### config.mk
export PLATFORM = sky130hd
export DESIGN_NAME = regfile_banked_flat
export DESIGN_NICKNAME = d
export VERILOG_FILES = /design/src/rtl/regfile_banked_if.sv /design/src/rtl/regfile_banked.sv /design/src/flat_wrapper.sv
export SDC_FILE = /design/constraint.sdc
export NUM_CORES = 2
export LEC_CHECK = 0
export CORE_UTILIZATION = 56
export CTS_CLUSTER_SIZE = 10
export DETAILED_ROUTE_END_ITERATION = 16
export GPL_TIMING_DRIVEN = 0
export PLACE_DENSITY = 0.74
export SLEW_MARGIN = 20
export SYNTH_ARGS = -nofsm -noshare
export SYNTH_HDL_FRONTEND = slang
export SYNTH_SLANG_ARGS = --single-unit
### constraint.sdc
create_clock -name clk -period 16.25 [get_ports clk]
set_clock_uncertainty 0.05 [all_clocks]
set_input_delay 1.625 -clock clk [delete_from_list [all_inputs] [get_ports clk]]
set_output_delay 1.625 -clock clk [all_outputs]
set_load 0.03 [all_outputs]
### src/rtl/regfile_banked_if.sv
// Register file bus between the decoder/control FSM and the ALU/memory path.
// The master drives the selects, enables and write-back data. The slave
// returns the operands, PC/SP, the active bank and the sticky SP flags.
interface regfile_banked_if #(
    parameter int unsigned DATA_W = 16,
    parameter int unsigned ADDR_W = 4,
    parameter int unsigned BANK_W = 1
);
    logic [ADDR_W-1:0] src_sel;
    logic [ADDR_W-1:0] dst_sel;
    logic              wr_en;
    logic              wr_hi;
    logic              wr_lo;
    logic [DATA_W-1:0] wr_data;
    logic              pc_inc;
    logic              sp_inc;
    logic              sp_dec;
    logic [BANK_W-1:0] bank_sel;
    logic              bank_ld;
    logic              flag_clr;
    logic [DATA_W-1:0] src;
    logic [DATA_W-1:0] dst;
    logic [DATA_W-1:0] pc;
    logic [DATA_W-1:0] sp;
    logic [BANK_W-1:0] cur_bank;
    logic              sp_ovf;
    logic              sp_unf;

    modport master (
        output src_sel, dst_sel, wr_en, wr_hi, wr_lo, wr_data,
               pc_inc, sp_inc, sp_dec, bank_sel, bank_ld, flag_clr,
        input  src, dst, pc, sp, cur_bank, sp_ovf, sp_unf
    );

    modport slave (
        input  src_sel, dst_sel, wr_en, wr_hi, wr_lo, wr_data,
               pc_inc, sp_inc, sp_dec, bank_sel, bank_ld, flag_clr,
        output src, dst, pc, sp, cur_bank, sp_ovf, sp_unf
    );
endinterface

### src/rtl/regfile_banked.sv
// Banked register file with a shared PC and SP.
// Index 0 reads as zero. The PC and SP indices are common to all banks.
// Every other index is banked by cur_bank. SP steps are bounded to
// [SP_LO, SP_HI]. A refused step sets a sticky overflow/underflow flag.
module regfile_banked #(
    parameter int unsigned          DATA_W    = 16,
    parameter int unsigned          ADDR_W    = 4,
    parameter int unsigned          NUM_BANKS = 2,
    parameter int unsigned          PC_IDX    = 1,
    parameter int unsigned          SP_IDX    = 2,
    parameter logic [DATA_W-1:0]    PC_RESET  = 'h00FF,
    parameter logic [DATA_W-1:0]    SP_RESET  = 'h0000,
    parameter logic [DATA_W-1:0]    SP_LO     = 'h0000,
    parameter logic [DATA_W-1:0]    SP_HI     = 'hFFFF
) (
    input  logic             clk,
    input  logic             rst,
    regfile_banked_if.slave  bus
);
    localparam int unsigned       NREGS  = 1 << ADDR_W;
    localparam int unsigned       BANK_W = (NUM_BANKS > 1) ? $clog2(NUM_BANKS) : 1;
    localparam logic [ADDR_W-1:0] PC_SEL = ADDR_W'(PC_IDX);
    localparam logic [ADDR_W-1:0] SP_SEL = ADDR_W'(SP_IDX);

    logic [DATA_W-1:0] gpr_q [NUM_BANKS][NREGS];
    logic [DATA_W-1:0] gpr_d [NUM_BANKS][NREGS];
    logic [DATA_W-1:0] pc_q, pc_d;
    logic [DATA_W-1:0] sp_q, sp_d;
    logic [BANK_W-1:0] bank_q, bank_d;
    logic              ovf_q, ovf_d;
    logic              unf_q, unf_d;

    logic [DATA_W-1:0] src_val, dst_val, wr_val;
    logic              wr_any, wr_pc, wr_sp, wr_gpr;

    // Combinational source operand read. There is no write bypass.
    always_comb begin
        src_val = '0;
        if (bus.src_sel == PC_SEL)       src_val = pc_q;
        else if (bus.src_sel == SP_SEL)  src_val = sp_q;
        else if (bus.src_sel != '0)      src_val = gpr_q[bank_q][bus.src_sel];
    end

    // Combinational destination operand read. It is also the base for lane merges.
    always_comb begin
        dst_val = '0;
        if (bus.dst_sel == PC_SEL)       dst_val = pc_q;
        else if (bus.dst_sel == SP_SEL)  dst_val = sp_q;
        else if (bus.dst_sel != '0)      dst_val = gpr_q[bank_q][bus.dst_sel];
    end

    // Build the write-back word. A full write beats lane writes. Lanes only touch bits [15:0].
    always_comb begin
        wr_val = dst_val;
        if (bus.wr_en) begin
            wr_val = bus.wr_data;
        end else begin
            if (bus.wr_hi) wr_val[15:8] = bus.wr_data[7:0];
            if (bus.wr_lo) wr_val[7:0]  = bus.wr_data[7:0];
        end
        wr_any = (bus.wr_en || bus.wr_hi || bus.wr_lo) && (bus.dst_sel != '0);
        wr_pc  = wr_any && (bus.dst_sel == PC_SEL);
        wr_sp  = wr_any && (bus.dst_sel == SP_SEL);
        wr_gpr = wr_any && !wr_pc && !wr_sp;
    end

    // Banked general-register update. It uses the bank active before any bank_ld.
    always_comb begin
        gpr_d = gpr_q;
        if (wr_gpr) gpr_d[bank_q][bus.dst_sel] = wr_val;
    end

    // PC next state. An explicit write beats the auto-increment.
    always_comb begin
        pc_d = pc_q;
        if (wr_pc)           pc_d = wr_val;
        else if (bus.pc_inc) pc_d = pc_q + 1'b1;
    end

    // SP next state and flags. A refused step holds SP and sets its flag. A set beats flag_clr.
    always_comb begin
        sp_d  = sp_q;
        ovf_d = bus.flag_clr ? 1'b0 : ovf_q;
        unf_d = bus.flag_clr ? 1'b0 : unf_q;
        if (wr_sp) begin
            sp_d = wr_val;
        end else if (bus.sp_inc && !bus.sp_dec) begin
            if (sp_q == SP_HI) ovf_d = 1'b1;
            else               sp_d  = sp_q + 1'b1;
        end else if (bus.sp_dec && !bus.sp_inc) begin
            if (sp_q == SP_LO) unf_d = 1'b1;
            else               sp_d  = sp_q - 1'b1;
        end
    end

    // Bank select. An out-of-range request is ignored. A single-bank build stays at 0.
    always_comb begin
        bank_d = bank_q;
        if (NUM_BANKS == 1)
            bank_d = '0;
        else if (bus.bank_ld && (32'(bus.bank_sel) < NUM_BANKS))
            bank_d = bus.bank_sel;
    end

    // State registers with asynchronous active-high reset.
    always_ff @(posedge clk or posedge rst) begin
        if (rst) begin
            for (int unsigned b = 0; b < NUM_BANKS; b++)
                for (int unsigned r = 0; r < NREGS; r++)
                    gpr_q[b][r] <= '0;
            pc_q   <= PC_RESET;
            sp_q   <= SP_RESET;
            bank_q <= '0;
            ovf_q  <= 1'b0;
            unf_q  <= 1'b0;
        end else begin
            gpr_q  <= gpr_d;
            pc_q   <= pc_d;
            sp_q   <= sp_d;
            bank_q <= bank_d;
            ovf_q  <= ovf_d;
            unf_q  <= unf_d;
        end
    end

    assign bus.src      = src_val;
    assign bus.dst      = dst_val;
    assign bus.pc       = pc_q;
    assign bus.sp       = sp_q;
    assign bus.cur_bank = bank_q;
    assign bus.sp_ovf   = ovf_q;
    assign bus.sp_unf   = unf_q;
endmodule

### src/flat_wrapper.sv
// flat-port wrapper written by rule: the top's interface ports become plain ports
module regfile_banked_flat 
#(
    parameter int unsigned          DATA_W    = 16,
    parameter int unsigned          ADDR_W    = 4,
    parameter int unsigned          NUM_BANKS = 2,
    parameter int unsigned          PC_IDX    = 1,
    parameter int unsigned          SP_IDX    = 2,
    parameter logic [DATA_W-1:0]    PC_RESET  = 'h00FF,
    parameter logic [DATA_W-1:0]    SP_RESET  = 'h0000,
    parameter logic [DATA_W-1:0]    SP_LO     = 'h0000,
    parameter logic [DATA_W-1:0]    SP_HI     = 'hFFFF
)
  (clk, rst, bus_src_sel, bus_dst_sel, bus_wr_en, bus_wr_hi, bus_wr_lo, bus_wr_data, bus_pc_inc, bus_sp_inc, bus_sp_dec, bus_bank_sel, bus_bank_ld, bus_flag_clr, bus_src, bus_dst, bus_pc, bus_sp, bus_cur_bank, bus_sp_ovf, bus_sp_unf);
  regfile_banked_if #(.DATA_W(DATA_W), .ADDR_W(ADDR_W), .BANK_W(1)) bus_i ();
  input  logic clk;
  input  logic rst;
  input wire logic [$bits(bus_i.src_sel)-1:0] bus_src_sel;
  input wire logic [$bits(bus_i.dst_sel)-1:0] bus_dst_sel;
  input wire logic [$bits(bus_i.wr_en)-1:0] bus_wr_en;
  input wire logic [$bits(bus_i.wr_hi)-1:0] bus_wr_hi;
  input wire logic [$bits(bus_i.wr_lo)-1:0] bus_wr_lo;
  input wire logic [$bits(bus_i.wr_data)-1:0] bus_wr_data;
  input wire logic [$bits(bus_i.pc_inc)-1:0] bus_pc_inc;
  input wire logic [$bits(bus_i.sp_inc)-1:0] bus_sp_inc;
  input wire logic [$bits(bus_i.sp_dec)-1:0] bus_sp_dec;
  input wire logic [$bits(bus_i.bank_sel)-1:0] bus_bank_sel;
  input wire logic [$bits(bus_i.bank_ld)-1:0] bus_bank_ld;
  input wire logic [$bits(bus_i.flag_clr)-1:0] bus_flag_clr;
  output wire logic [$bits(bus_i.src)-1:0] bus_src;
  output wire logic [$bits(bus_i.dst)-1:0] bus_dst;
  output wire logic [$bits(bus_i.pc)-1:0] bus_pc;
  output wire logic [$bits(bus_i.sp)-1:0] bus_sp;
  output wire logic [$bits(bus_i.cur_bank)-1:0] bus_cur_bank;
  output wire logic [$bits(bus_i.sp_ovf)-1:0] bus_sp_ovf;
  output wire logic [$bits(bus_i.sp_unf)-1:0] bus_sp_unf;
  assign bus_i.src_sel = bus_src_sel;
  assign bus_i.dst_sel = bus_dst_sel;
  assign bus_i.wr_en = bus_wr_en;
  assign bus_i.wr_hi = bus_wr_hi;
  assign bus_i.wr_lo = bus_wr_lo;
  assign bus_i.wr_data = bus_wr_data;
  assign bus_i.pc_inc = bus_pc_inc;
  assign bus_i.sp_inc = bus_sp_inc;
  assign bus_i.sp_dec = bus_sp_dec;
  assign bus_i.bank_sel = bus_bank_sel;
  assign bus_i.bank_ld = bus_bank_ld;
  assign bus_i.flag_clr = bus_flag_clr;
  assign bus_src = bus_i.src;
  assign bus_dst = bus_i.dst;
  assign bus_pc = bus_i.pc;
  assign bus_sp = bus_i.sp;
  assign bus_cur_bank = bus_i.cur_bank;
  assign bus_sp_ovf = bus_i.sp_ovf;
  assign bus_sp_unf = bus_i.sp_unf;
  regfile_banked #(.DATA_W(DATA_W), .ADDR_W(ADDR_W), .NUM_BANKS(NUM_BANKS), .PC_IDX(PC_IDX), .SP_IDX(SP_IDX), .PC_RESET(PC_RESET), .SP_RESET(SP_RESET), .SP_LO(SP_LO), .SP_HI(SP_HI)) u_core (.clk(clk), .rst(rst), .bus(bus_i));
endmodule
Yosys cells after proc, flatten, opt, wreduce, memory -nomap -nowiden

Index checks and enable logic that the tools add are counted.
W data, S select, Z words.

Bitwise operators: 3
Equality and inequality tests: 7
Reductions and logical operators: 21
Mux-type cells: 39
Magnitude comparators: 5
Add/sub/neg operators: 3

Operator list:

| cell                    | count |
|---|---|
| $mux W256               | 4 |
| $bwmux W512             | 1 |
| $mux W16                | 19 |
| $demux W256 S1          | 1 |
| $bmux W16 S4            | 2 |
| $demux W16 S4           | 1 |
| $add A16 B1 Y16 const B | 2 |
| $eq A16 B16 Y1 const B  | 1 |
| $logic_not A16 Y1       | 1 |
| $mux W8                 | 2 |
| $sub A16 B1 Y16 const B | 1 |
| $ge A5 B5 Y1 const B    | 2 |
| $not A4 Y5              | 2 |
| $logic_and A1 B1 Y1     | 9 |
| $mux W1                 | 9 |
| $eq A4 B1 Y1 const B    | 2 |
| $eq A4 B2 Y1 const B    | 2 |
| $reduce_bool A4 Y1      | 2 |
| $lt A5 B1 Y1 const B    | 1 |
| $logic_not A1 Y1        | 4 |
| $ne A3 B1 Y1 const B    | 1 |
| $ne A3 B2 Y1 const B    | 1 |
| $reduce_and A3 Y1       | 1 |
| $reduce_bool A3 Y1      | 1 |
| other kinds (5)         | 6 |

Logic and storage cells: 115
Input port bits: 35
Register bits after elaboration: 547
Output and inout port bits: 67

Longest topological paths before layout

Depth in word-level cells: 13
Mapped depth: 15
Gate-level depth less buffers: 12

Worst setup path after synthesis

OpenSTA, ideal clock, no wires.

Path kind: input port to output port
Start: input bus_src_sel[0]
End: output bus_src[11]
Path slack: 10.385 ns
Required time: 14.575 ns
Arrival: 4.190 ns
Cell stages on the path: 8
Buffers on the path: 2
Path through: buf_2 buf_1 mux4_2 mux4_2 mux2_2 nand2_1 o21ai_1 a221o_1

Word-level cells in the longest chain between the ends: 7
Elaborated cells on any way between the ends: 10

Ends and longest elaborated chain:

| what                                        | line                 | source |
|---|---|---|
| from (decl)                                 | flat_wrapper.sv:18   | `input wire logic [$bits(bus_i.src_sel)-1:0] bus_src_sel;` |
| $not A4 Y5 (implied by the code)            | regfile_banked.sv:41 | `else if (bus.src_sel != '0) src_val = gpr_q[bank_q][bus.src_sel];` |
| $bmux W16 S4                                | regfile_banked.sv:41 |  |
| $mux W16 (implied by the code) (2 in a row) | regfile_banked.sv:41 |  |
| $mux W16                                    | regfile_banked.sv:41 |  |
| $mux W16                                    | regfile_banked.sv:40 | `else if (bus.src_sel == SP_SEL) src_val = sp_q;` |
| $mux W16 *                                  | regfile_banked.sv:39 | `if (bus.src_sel == PC_SEL) src_val = pc_q;` |
| to (decl)                                   | flat_wrapper.sv:30   | `output wire logic [$bits(bus_i.src)-1:0] bus_src;` |

Every way passes the cells marked *; elsewhere a longest branch is shown, timed or not. The select of a mux whose other input is x is not followed.

Worst setup path in the final report

Start: input bus_dst_sel[0]
End: output bus_dst[9]

Word-level cells in the longest chain between the ends: 7
Elaborated cells on any way between the ends: 10

Ends and longest elaborated chain:

| what                                        | line                 | source |
|---|---|---|
| from (decl)                                 | flat_wrapper.sv:19   | `input wire logic [$bits(bus_i.dst_sel)-1:0] bus_dst_sel;` |
| $not A4 Y5 (implied by the code)            | regfile_banked.sv:49 | `else if (bus.dst_sel != '0) dst_val = gpr_q[bank_q][bus.dst_sel];` |
| $bmux W16 S4                                | regfile_banked.sv:49 |  |
| $mux W16 (implied by the code) (2 in a row) | regfile_banked.sv:49 |  |
| $mux W16                                    | regfile_banked.sv:49 |  |
| $mux W16                                    | regfile_banked.sv:48 | `else if (bus.dst_sel == SP_SEL) dst_val = sp_q;` |
| $mux W16 *                                  | regfile_banked.sv:47 | `if (bus.dst_sel == PC_SEL) dst_val = pc_q;` |
| to (decl)                                   | flat_wrapper.sv:31   | `output wire logic [$bits(bus_i.dst)-1:0] bus_dst;` |

Marks and branches as above.

==> impl_metrics.csv <==
group,metric,value,unit
status,status,"completed",
cells_and_area,instances_no_fill,3536,
min_path,hp-class,"reg -> reg",
sta,min_period,8.91,ns
sta,worst_pin_slew,1.33,ns
sta,worst_hold_slack,0.402,ns
sta,relSlewSlack,11.6,%
clock_tree,clock_latency,0.63,ns
logic_synthesis,ys_seq_area_share,47.5,%
clock_tree,cts_made_buffers,67,
sta,setup_viol,0,
critical_path,worstSetupStartpointType,"primary input",
critical_path,arrival,7.24,ns
logic_synthesis,syn-cell-area,28900,sq um
power,internal-power,3.15,mW
floorplanning,fp.dieW,229,microns
power,p_comb_share,31.1,%
sta,max_freq,112,MHz
global_route,grt_max_degree,36,
floorplanning,die-area,52400,sq um
global_route,grt_pass1_vias,25677,
power,power_frac_clock,28.3,%
global_route,grt_usage,51.7,%
critical_path,path_class,"in -> out",
drt,vias,26206,
clock_tree,clockBufferDepth,3,
global_route,antenna_found_initial,11,
floorplanning,pin_count,102,
logic_synthesis,yosysUniqueCellTypes,75,
logic_synthesis,synth_ff_type,"dfrtp_1",
power,switching_power,1.84,mW
critical_path,crit_family,"buffers and inverters",
logic_synthesis,syn-num-nets,2697,
critical_path,required,14.57,ns
power,ir_drop,109,uV
global_route,grt_overflow,0,
clock_tree,ctsRootBufferMaster,"clkbuf_16",
floorplanning,die-height,229,microns
critical_path,crit_fanout,10,
drt,first_iter_violations,4660,
power,p_per_area,151,nW/um^2
logic_synthesis,syn_inst,2642,
sta,rsz0062_at_grt,"no",
clock_tree,clock_sinks,547,
sta,setup_tns,0,ns
critical_path,endpoint_kind,"output pin",
placed_design,hpwl,95400,microns
logic_synthesis,ys_ff_latch,547,
clock_tree,ctsHoldBuffers,0,
cells_and_area,nNetsFinal,2885,
critical_path,slowest_delay,1.05,ns
clock_tree,path_clk_slew,0.05,ns
floorplanning,rows,82,
placed_design,routabilityCongestion,1.05,
power,p_seq_share,40.5,%
power,switching_share,36.9,%
sta,fin_crit_sh,54.9,%
sta,final_hold_viol_count,0,
drt,dr.pass1.iters,8,
drt,wl,134000,microns
global_route,grt_pass1_wl,187000,microns
sta,drv_slew,0,
clock_tree,cts_tree,"built",
placed_design,port_buffers,95,
placed_design,dp_cells,3433,
drt,vias_per_cell,7.41,
cells_and_area,drive_above_1_share,17.9,%
floorplanning,start_util,57.2,%
clock_tree,cts_resized,0,
cells_and_area,synthToLayoutAreaGrowth,14.8,%
clock_tree,postCtsSetupBuffers,0,
cells_and_area,final_util,65.6,%
logic_synthesis,yosys_warnings,0,
logic_synthesis,synth-edff-count,0,
clock_tree,h-tree-depth,3,
critical_path,path_buf_inv,6,
run,maxCapViolCount,0,
critical_path,cp_cell_sequence,"clkdlybuf4s50_1, buf_4, inv_1, clkbuf_1, clkbuf_1, nand2_1, a311oi_1, nor4_1, a21oi_1, clkdlybuf4s50_1",
floorplanning,fp.coreArea,50500,sq um
power,leakagePower,14.3,nW
cells_and_area,fillers,4021,
drt,wl_per_cell,37.8,microns
drt,postRouteAntennaNets,0,
drt,route.detailed.drc,0,
critical_path,cp_slowest_cell,"clkbuf_1",
logic_synthesis,async_reset_ff_share,100,%
logic_synthesis,syn_avg_cell_area,10.9,sq um
-- stage by stage --
step	setup slack (ns)	total power [mW]	cell area (sq um)
floorplan	7.14	2.88	28900
global placement	3.85	3.43	30600
detailed placement	7.89	3.51	31200
CTS	7.89	4.90	33100
global route	7.55	5.12	33100
finish	7.34	5.00	33100
-- sequential cells by signal, summed over array words and instances, names as in the netlist --
signal	cells
u_core.bus.cur_bank	1
u_core.bus.pc	16
u_core.bus.sp	16
u_core.bus.sp_ovf	1
u_core.bus.sp_unf	1
u_core.gpr_q	512
-- layout make-up --
class,instances,area [sq um],area share [%]
Antenna cell,5,12.5,0.0378
Buffer,317,1450,4.38
Clock buffer,91,1860,5.61
Clock inverter,7,97.6,0.295
Inverter,23,90.1,0.272
Multi-Input combinational cell,1755,13700,41.3
Sequential cell,547,13700,41.3
Tap cell,672,841,2.54
Timing Repair Buffer,119,1400,4.24
-- cell families (layout without fill, tap and decap cells) --
kind of cell    Yosys count  in the layout  synth area share, %
flops                   547            547                 47.5
xor+xnor                 26             26                0.789
fa+ha+maj                20             20                0.893
buf+inv                 340            557                 5.27
other cells               0              5                    0
mux                     358            358                 22.7
simple gates            713            713                 10.2
compound gates          638            638                 12.7
-- power by group through the flow --
stage,clock network [mW],registers (mW),logic (mW)
floorplan,0,1.96,0.926
global placement,0,2.00,1.44
detailed placement,0,2.02,1.49
CTS,1.40,2.00,1.50
global route,1.45,2.04,1.63
finish,1.42,2.03,1.56
-- worst register-to-register path, delay by kind of cell, from the launching register on --
family	cells	cell delay, ns
simple gates	2	0.97
flops	1	0.43
buf+inv	5	2.58
mux	1	0.30
compound gates	5	1.76
-- cells in the mapped netlist, drive strengths merged, types with 20 or more instances --
cell,number,area [sq um]
mux4,229,5160
nor3,21,110
a21oi,62,314
nor2,89,334
nand3,29,145
a211oi,20,150
mux2,53,597
nand2,504,1890
o21ai,440,2210
clkbuf,234,878
inv,20,75.1
a221o,22,220
mux2i,76,792
dfrtp,539,13500
buf,83,556
-- final timing paths --
check / start / slack [ns] / depth (start not counted) / endpoint
min: u_core.gpr_q[231] / 0.40 / 1 / u_core.gpr_q[231]
max: bus_dst_sel[0] / 7.34 / 10 / bus_dst[9]
max in group asynchronous: rst / 13.57 / 6 / u_core.bus.pc[0]
min in group asynchronous: rst / 1.30 / 2 / u_core.gpr_q[93]
max reg2reg: u_core.bus.cur_bank / 10.01 / 13 / u_core.gpr_q[281]
min reg2reg: u_core.gpr_q[231] / 0.40 / 1 / u_core.gpr_q[231]
-- layout by cell type, fill, tap and decap left out, types with 16 or more instances in the layout --
cell type	netlist	final
a21oi_1	61	60
a211oi_1	20	20
o21ai_1	41	40
buf_4	18	20
nor3_1	20	19
clkdlybuf4s50_1	0	95
inv_1	19	18
clkbuf_1	234	240
nor2_1	89	88
o22ai_1	16	16
buf_2	46	49
ha_1	19	19
nand2_1	504	504
xnor2_1	17	17
mux2i_1	70	67
buf_12	5	20
mux2_2	53	53
o21ai_0	398	398
nand3_1	29	29
mux4_2	229	229
a221o_1	22	22
dfrtp_1	539	539
clkbuf_16	0	68
-- metal layers --
metal / vias to the layer above / routed length (microns) / global-route usage [%]
li1: 9869 / - / -
met1: 12924 / 44600 / 63.6
met2: 2671 / 53700 / 70.1
met3: 736 / 23600 / 26.7
met4: 6 / 11500 / 35.8
met5: - / 38 / 0
No activity file was read; power rests on OpenSTA's default activity.
